**src/rtl/systolic_writeback.sv**
```systemverilog
// rtl/systolic_writeback.sv - result-vector FIFO and serialiser onto one memory write port (optional WRITEBACK_RELU_EN)
module systolic_writeback #(
    parameter int                    DATA_WIDTH       = 32,
    parameter int                    ADDR_WIDTH       = 32,
    parameter int                    ARRAY_SIZE_K_MAX = 8,
    parameter int                    FIFO_DEPTH       = 4,
    parameter logic [ADDR_WIDTH-1:0] OUTPUT_BASE      = 32'h00003000
) (
    input  logic                                   clk,
    input  logic                                   rst,
    input  logic [7:0]                             k_cols,
    input  logic [ADDR_WIDTH-1:0]                  m_rows,
    input  logic                                   y_valid,
    input  logic [ADDR_WIDTH-1:0]                  y_row,
    input  logic [DATA_WIDTH*ARRAY_SIZE_K_MAX-1:0] y_data,
    output logic                                   y_ready,
    output logic                                   mem_wr_en,
    output logic [ADDR_WIDTH-1:0]                  mem_addr,
    output logic [DATA_WIDTH-1:0]                  mem_data,
    input  logic                                   mem_gnt,
    output logic                                   busy,
    output logic                                   done,
    output logic                                   overflow
);

    localparam int PTR_W = $clog2(FIFO_DEPTH);
    localparam int CNT_W = PTR_W + 1;
    localparam int VEC_W = DATA_WIDTH * ARRAY_SIZE_K_MAX;

    typedef enum logic [1:0] {
        ST_IDLE,
        ST_WRITE,
        ST_LAST
    } state_t;

    state_t                  state, state_n;
    logic [7:0]              col, col_n;
    logic [ADDR_WIDTH-1:0]   rows_written, rows_n;
    logic [ADDR_WIDTH-1:0]   row_q;
    logic [VEC_W-1:0]        vec_q;
    logic                    load_hold;
    logic                    wr_en_n;
    logic [ADDR_WIDTH-1:0]   addr_n;
    logic [DATA_WIDTH-1:0]   data_n;

    logic [ADDR_WIDTH-1:0]   fifo_row [FIFO_DEPTH];
    logic [VEC_W-1:0]        fifo_vec [FIFO_DEPTH];
    logic [PTR_W-1:0]        wr_ptr, rd_ptr;
    logic [CNT_W-1:0]        count;
    logic                    push, fifo_pop;
    logic [ADDR_WIDTH-1:0]   head_row;
    logic [VEC_W-1:0]        head_vec;

    // Selects element idx of a vector; out-of-range indices read as zero.
    function automatic logic [DATA_WIDTH-1:0] pick(input logic [VEC_W-1:0] v, input logic [7:0] idx);
        logic [DATA_WIDTH-1:0] e;
        e = '0;
        for (int j = 0; j < ARRAY_SIZE_K_MAX; j++) begin
            if (idx == 8'(j)) begin
                e = v[j*DATA_WIDTH +: DATA_WIDTH];
            end
        end
`ifdef WRITEBACK_RELU_EN
        if (e[DATA_WIDTH-1]) begin
            e = '0;
        end
`endif
        return e;
    endfunction

    // Row-major word address; wraps modulo 2^ADDR_WIDTH.
    function automatic logic [ADDR_WIDTH-1:0] addr_of(input logic [ADDR_WIDTH-1:0] row,
                                                      input logic [7:0] k, input logic [7:0] c);
        return OUTPUT_BASE + row * ADDR_WIDTH'(k) + ADDR_WIDTH'(c);
    endfunction

    assign y_ready  = (count < CNT_W'(FIFO_DEPTH));
    assign push     = y_valid && y_ready;
    assign fifo_pop = (state == ST_IDLE) && (count != '0);
    assign head_row = fifo_row[rd_ptr];
    assign head_vec = fifo_vec[rd_ptr];
    assign done     = (state == ST_LAST) && (m_rows != '0) && (rows_written == m_rows);
    assign busy     = (count != '0) || (state != ST_IDLE);

    // FIFO storage: no reset needed, occupancy is tracked by count.
    always_ff @(posedge clk) begin
        if (push) begin
            fifo_row[wr_ptr] <= y_row;
            fifo_vec[wr_ptr] <= y_data;
        end
    end

    // FIFO pointers, occupancy and sticky overflow flag.
    always_ff @(posedge clk) begin
        if (rst) begin
            wr_ptr   <= '0;
            rd_ptr   <= '0;
            count    <= '0;
            overflow <= 1'b0;
        end else begin
            if (push) begin
                wr_ptr <= wr_ptr + 1'b1;
            end
            if (fifo_pop) begin
                rd_ptr <= rd_ptr + 1'b1;
            end
            case ({push, fifo_pop})
                2'b10:   count <= count + 1'b1;
                2'b01:   count <= count - 1'b1;
                default: count <= count;
            endcase
            if (y_valid && !y_ready) begin
                overflow <= 1'b1;
            end
        end
    end

    // Next-state, counters and next registered write-port values.
    always_comb begin
        state_n   = state;
        col_n     = col;
        rows_n    = rows_written;
        load_hold = 1'b0;
        wr_en_n   = mem_wr_en;
        addr_n    = mem_addr;
        data_n    = mem_data;
        case (state)
            ST_IDLE: begin
                if (count != '0) begin
                    load_hold = 1'b1;
                    col_n     = 8'd0;
                    if (k_cols == 8'd0) begin
                        rows_n  = rows_written + 1'b1;
                        state_n = ST_LAST;
                    end else begin
                        state_n = ST_WRITE;
                        wr_en_n = 1'b1;
                        addr_n  = addr_of(head_row, k_cols, 8'd0);
                        data_n  = pick(head_vec, 8'd0);
                    end
                end
            end
            ST_WRITE: begin
                if (mem_gnt) begin
                    col_n = col + 8'd1;
                    if (col + 8'd1 >= k_cols) begin
                        rows_n  = rows_written + 1'b1;
                        state_n = ST_LAST;
                        wr_en_n = 1'b0;
                        addr_n  = '0;
                        data_n  = '0;
                    end else begin
                        addr_n = addr_of(row_q, k_cols, col + 8'd1);
                        data_n = pick(vec_q, col + 8'd1);
                    end
                end
            end
            ST_LAST: begin
                wr_en_n = 1'b0;
                addr_n  = '0;
                data_n  = '0;
                if (done) begin
                    rows_n = '0;
                end
                state_n = ST_IDLE;
            end
            default: begin
                state_n = ST_IDLE;
                wr_en_n = 1'b0;
                addr_n  = '0;
                data_n  = '0;
            end
        endcase
    end

    // State, holding registers and registered memory write port.
    always_ff @(posedge clk) begin
        if (rst) begin
            state        <= ST_IDLE;
            col          <= 8'd0;
            rows_written <= '0;
            row_q        <= '0;
            vec_q        <= '0;
            mem_wr_en    <= 1'b0;
            mem_addr     <= '0;
            mem_data     <= '0;
        end else begin
            state        <= state_n;
            col          <= col_n;
            rows_written <= rows_n;
            mem_wr_en    <= wr_en_n;
            mem_addr     <= addr_n;
            mem_data     <= data_n;
            if (load_hold) begin
                row_q <= head_row;
                vec_q <= head_vec;
            end
        end
    end

endmodule
```
**config.mk**
```make
export PLATFORM = sky130hd
export DESIGN_NAME = systolic_writeback
export DESIGN_NICKNAME = d
export VERILOG_FILES = /design/src/rtl/systolic_writeback.sv
export SDC_FILE = /design/constraint.sdc
export NUM_CORES = 2
export LEC_CHECK = 0
export CORE_MARGIN = 5
export CORE_UTILIZATION = 55
export CTS_CLUSTER_SIZE = 10
export DETAILED_ROUTE_END_ITERATION = 7
export PLACE_DENSITY_LB_ADDON = 0.15
export SYNTH_ARGS = -nofsm -noshare
export SYNTH_HDL_FRONTEND = slang
export SYNTH_SLANG_ARGS = --single-unit
```
**constraint.sdc**
```tcl
create_clock -name clk -period 11.6 [get_ports clk]
set_clock_uncertainty 0.1 [all_clocks]
set_input_delay 2.32 -clock clk [delete_from_list [all_inputs] [get_ports clk]]
set_output_delay 2.32 -clock clk [all_outputs]
set_load 0.005 [all_outputs]
```
; ---- Yosys cells after proc, flatten, opt, wreduce, memory -nomap -nowiden
; Memories as Yosys holds them, arrays and structs flattened. A register that Yosys moved wholly into a read port is not among the register bits.
; Cells that the tools add are included.
[classes]
addsub = 9
multipliers = 2
n_lt_le_gt_ge = 2
eq_ne = 18
n_mux = 46
n_reduce_logical = 21
[ops]
columns = cell, count
row1 = 32-bit 2-to-1 mux, 21
row2 = 32-bit one-hot mux with 2 select lines, 2
row3 = 32-bit one-hot mux with 3 select lines, 1
row4 = "14-bit by 32-bit adder with 32-bit output, first input constant", 2
row5 = 32-bit by 8-bit multiplier with 32-bit output, 2
row6 = "32-bit by 1-bit adder with 32-bit output, second input constant", 1
row7 = 32-bit by 8-bit adder with 32-bit output, 1
row8 = 32-bit == test, 1
row9 = "8-bit by 3-bit == test with 1-bit output, second input constant", 4
row10 = 32-bit nonzero test, 1
row11 = "8-bit by 2-bit == test with 1-bit output, second input constant", 2
row12 = 8-bit zero test, 2
row13 = 2-bit 2-to-1 mux, 8
row14 = 8-bit 2-to-1 mux, 2
row15 = 8-bit one-hot mux with 2 select lines, 1
row16 = 3-bit AND reduction, 3
row17 = "8-bit by 1-bit adder with 8-bit output, second input constant", 1
row18 = "8-bit by 1-bit == test with 1-bit output, second input constant", 1
row19 = 8-bit >= comparator, 1
row20 = 1-bit 2-to-1 mux, 8
row21 = "2-bit != test, second input constant", 4
row22 = 3-bit one-hot mux with 2 select lines, 1
row23 = 6-bit AND reduction, 1
row24 = 2-bit nonzero test, 3
row25 = 15 further kinds, 24
[word_totals]
ff_bits = 403
ramBits = 1152
mem_count = 2
[memory_table]
columns = memory, words, width, rd, rd_clocked_by_memory_dff, wr, line
row1 = fifo_vec, 4, 256, 1, 1, 1, 47  ; logic [VEC_W-1:0] fifo_vec [FIFO_DEPTH];
row2 = fifo_row, 4, 32, 1, 1, 1, 46  ; logic [ADDR_WIDTH-1:0] fifo_row [FIFO_DEPTH];

; ---- Longest topological paths before layout
[logic_depth]
word_depth = 13
mapped_depth = 23
ltp_nobuf = 21

; ---- Worst setup path after synthesis
; OpenSTA, ideal clock, no wires.
[synth_timing]
path_type = input to register
startpoint = input y_valid
endpoint = memory fifo_row[1][0], enable pin
arrival_time_ps = 9230
required_ps = 10814
path_slack_ps = 1584
path_stages = 3
n_path_buf = 1
path_cell_list = nor2b_1 > clkbuf_1 > and2_1
[synth_via]
elab_chain_len = 3
[synth_lines]
columns = item, line
row1 = start: declaration, 13  ; input logic y_valid,
row2 = 1-bit logical AND, 78  ; assign push = y_valid && y_ready;
row3 = 1-bit 2-to-1 mux, 87  ; if (push) begin
row4 = 1-bit 2-to-1 mux (not written as such), 88  ; fifo_row[wr_ptr] <= y_row;
row5 = end: declaration, 46
; Every way passes these cells.

; ---- Worst setup path in the final report
[layout_timing]
startpoint = input k_cols[6]
endpoint = register mem_addr[31]
[layout_via]
elab_chain_len = 6
word_cells_on_any_way = 14
[layout_lines]
columns = item, line
row1 = start: declaration, 11  ; input logic [7:0] k_cols,
row2 = 32-bit by 8-bit multiplier with 32-bit output, 74  ; return OUTPUT_BASE + row * ADDR_WIDTH'(k) + ADDR_WIDTH'(c);
row3 = 14-bit by 32-bit adder with 32-bit output, 74
row4 = 32-bit by 8-bit adder with 32-bit output, 74
row5 = 32-bit 2-to-1 mux, 146  ; if (col + 8'd1 >= k_cols) begin
row6 = 32-bit 2-to-1 mux, 144  ; if (mem_gnt) begin
row7 = 32-bit one-hot mux with 2 select lines, 127  ; case (state)
row8 = end signal: assignment, 192  ; mem_addr <= addr_n;
row9 = end: declaration, 18  ; output logic [ADDR_WIDTH-1:0] mem_addr,
; Parallel ways exist; a longest one is shown, timed or not. The select of a mux whose other input is x is not followed.
; A chain may end at the register's enable or synchronous reset.

==> impl_metrics.py <==
metrics = {
    "synthesis": {
        "synthMuxAreaShare": 0.0909,
        "synth-edff-count": 1152,
        "mappedNetlistNets": 6319,
        "synth_area_um2": 73600,
        "synth-compound-area-share": 0.0703,
        "yosysSeqAreaShare": 0.580,
        "yosysWarnings": 0,
        "synth_top_family_by_area": "adder cells",
        "synthXorXnorAreaFrac": 0.0163,
        "yosys.area_share.simple": 0.0889,
        "post_synth.cell_area_avg_um2": 13.3,
        "yosysTopAreaCellShare": 0.470,
        "synth_cells": 5518,
        "netlist_top_cells_area": "edfxtp_1 (47%), dfxtp_1 (11%), mux4_2 (8.8%)",
        "synthAdderAreaFrac": 0.112,
        "synth_largest_area_cell": "edfxtp_1",
        "synth.distinct_cells": 75,
        "ys_seq_elements": 1557,
        "synth_ff_type": "edfxtp_1",
        "async_flop_share": 0,
    },
    "global_route": {
        "antenna_found_initial": 25,
        "grt_max_degree": 180,
        "grt_pass1_wl_um": 298000,
        "grt_pass1_vias": 46200,
        "overflow": 0,
        "grt_usage": 0.282,
    },
    "route": {
        "via_count": 45800,
        "drt_iter0_markers": 4209,
        "antenna_left": 0,
        "drt-total-wl_um": 199000,
        "wire_per_inst_um": 25.6,
        "via_per_inst": 5.89,
        "drc": 7,
        "drtPass1Iterations": 8,
    },
    "timing": {
        "slew_headroom": 0.142,
        "tightest_slew_ns": 1.28,
        "final_max_slew_viol_count": 0,
        "finalHoldViolCount": 0,
        "period_share": 0.700,
        "setup_tns_ns": 0,
        "timing.fmax_ghz": 0.123,
        "setup-violations-final": 0,
        "rsz0062_at_grt": "false",
        "min_period_ns": 8.12,
    },
    "worst_setup_path": {
        "slowest_stage": "clkdlybuf4s50_1",
        "required_ns": 12.16,
        "arrival_ns": 8.68,
        "critical_path_class": "input port to register",
        "crit_path_start": "k_cols[6]",
        "startpoint_type": "input port",
        "cp_common_cell": "fa_1",
        "crit_buf_inv": 4,
        "r2r_slack_ns": 4.07,
        "path_delay_family": "adder cells",
        "slowest_delay_ns": 0.95,
        "critPathMaxFanout": 35,
        "reg2reg_from": "col[0]$_SDFFE_PP0P_",
        "end_kind": "register",
        "cp_cell_sequence": "clkdlybuf4s50_1 > buf_4 > and2_1 > fa_1 > inv_1 > fa_1 > fa_1 > fa_1 > inv_1 > ha_1 > and3_1 > a221o_1 > a21o_1 > a21o_1 > a2111oi_0 > o31ai_1 > xnor2_1 > nor2_1 > a221o_1",
    },
    "cells_and_area": {
        "final_cells": 7782,
        "final_nets": 6651,
        "layout-drive-gt1-share": 0.0992,
        "final_util": 0.636,
        "area_growth_syn_to_layout_pct": 15.1,
        "layout_common_cells": "edfxtp_1 (1152), nand2_1 (778), inv_1 (479)",
        "mostFrequentLayoutCell": "edfxtp_1",
    },
    "power_and_ir_drop": {
        "leakagePower_nw": 30.3,
        "p_total_mw": 28.0,
        "power_density_nw_per_um2": 331,
        "vdd_drop_max_v": 0.000601,
    },
    "clock_network": {
        "cts-root-buf": "clkbuf_16",
        "postCtsSetupBuffers": 0,
        "clk_latency_ns": 0.80,
        "tritoncts": "done",
        "h-tree-depth": 4,
        "cts_made_buffers": 178,
        "ctsHoldBuffers": 0,
        "cts_sinks": 1557,
        "cts_resized": 0,
        "clk_path_buf_depth": 3,
        "path_clk_slew_ns": 0.06,
    },
    "placed_design": {
        "io_buffer_count": 400,
        "dp_hpwl_um": 137000,
        "dp_cells": 7438,
        "gp_congestion": 0.913,
    },
    "status": {
        "status": "finished, violations left",
        "violations": "design-rule violations",
    },
    "floorplan": {
        "die_h_um": 376,
        "initial_core_util": 0.553,
        "fp-row-count": 134,
        "dieArea_um2": 141000,
        "core_area_um2": 133000,
        "die_w_um": 376,
        "io_pins": 401,
    },
    "min_path": {
        "worstHoldStart": "vec_q[167]$_SDFFE_PP0P_",
        "hold_path_class": "register to register",
    },
    "flow_run": {
        "maxCapViolations": 0,
    },
}
-- report_power, final --
group / switching [mW] / internal, mW
logic: 9.36 / 5.67
clock network: 2.19 / 3.03
registers: 0.708 / 7.05
-- final timing paths --
path,endpoint,depth (start not counted)
worst max-delay path,mem_addr[31]$_SDFFE_PP0P_,19
worst min register to register,vec_q[167]$_SDFFE_PP0P_,2
worst max register to register,mem_addr[31]$_SDFFE_PP0P_,20
worst min-delay path,vec_q[167]$_SDFFE_PP0P_,2
-- registers in the layout, indices dropped and copies added, names as in the netlist, 3 cells and up, named ones only --
name and cells:
vec_q 256, col 8, mem_addr 32, mem_data 32, rows_written 32, count 3, fifo_vec 1024, row_q 32
fifo_row 128
-- kinds of logic after synthesis --
group / count (synthesis)
DFF: 1557
and+or+nand+nor: 1413
AOI/OAI and AO/OA: 854
xor gates and xnor gates: 135
buffers and inverters: 780
adders and majority gates: 469
muxes: 310
-- final cells by class --
type                            instances  area (um^2)
Inverter                              480         1810
Tap cell                             1768         2210
Fill cell                           10100        48500
Antenna cell                           15         37.5
Clock inverter                         22          399
Sequential cell                      1557        42700
Multi-Input combinational cell       3181        27900
Clock buffer                          307         5050
Timing Repair Buffer                  452         4470
-- synthesized netlist by cell type, types with 15 or more instances --
master / n
a211oi_1: 23
a21o_1: 19
a21oi_1: 477
a221o_1: 20
a22o_1: 34
a22oi_1: 24
a31oi_1: 24
and2_1: 333
buf_1: 42
clkbuf_1: 241
dfxtp_1: 405
edfxtp_1: 1152
fa_1: 320
ha_1: 149
inv_1: 480
mux2i_1: 22
mux4_2: 286
nand2_1: 778
nand3_1: 38
nor2_1: 147
nor4_1: 21
o211ai_1: 15
o21ai_0: 74
o22ai_1: 40
o31ai_1: 22
or3_1: 18
xnor2_1: 73
xor2_1: 61
-- worst register-to-register path, stage by stage, from the launching register on --
cell,delay [ns]
dfxtp_1,0.40
ha_1,0.43
xnor2_2,0.86
inv_1,0.37
fa_1,0.52
ha_1,0.31
ha_1,0.27
inv_1,0.05
fa_1,0.47
inv_1,0.04
ha_1,0.22
fa_1,0.50
a211oi_1,0.46
o211ai_1,0.17
a32oi_1,0.34
a311oi_1,0.32
a2111oi_0,0.87
o31ai_1,0.19
xnor2_1,0.19
nor2_1,0.05
a221o_1,0.27
-- per-stage QoR --
stage	worst slack [ns]	instance area (um^2)	hold WS (ns)
global placement	2.86	79100	0.341
finish	3.48	84600	0.353
detailed placement	2.78	79100	0.347
CTS	3.59	84600	0.341
global route	3.20	84600	0.374
floorplan	1.58	73600	0.332
-- per-layer routing --
layer / share of wire / up-vias / routed length, um / global-route usage
met5: 0.00025 / - / 49 / 0
met3: 0.083 / 311 / 16600 / 0.0689
li1: - / 20300 / - / -
met2: 0.49 / 1706 / 98400 / 0.469
met4: 0.031 / 8 / 6160 / 0.0835
met1: 0.39 / 23500 / 78100 / 0.372
Power figures use the tool's default switching activity.
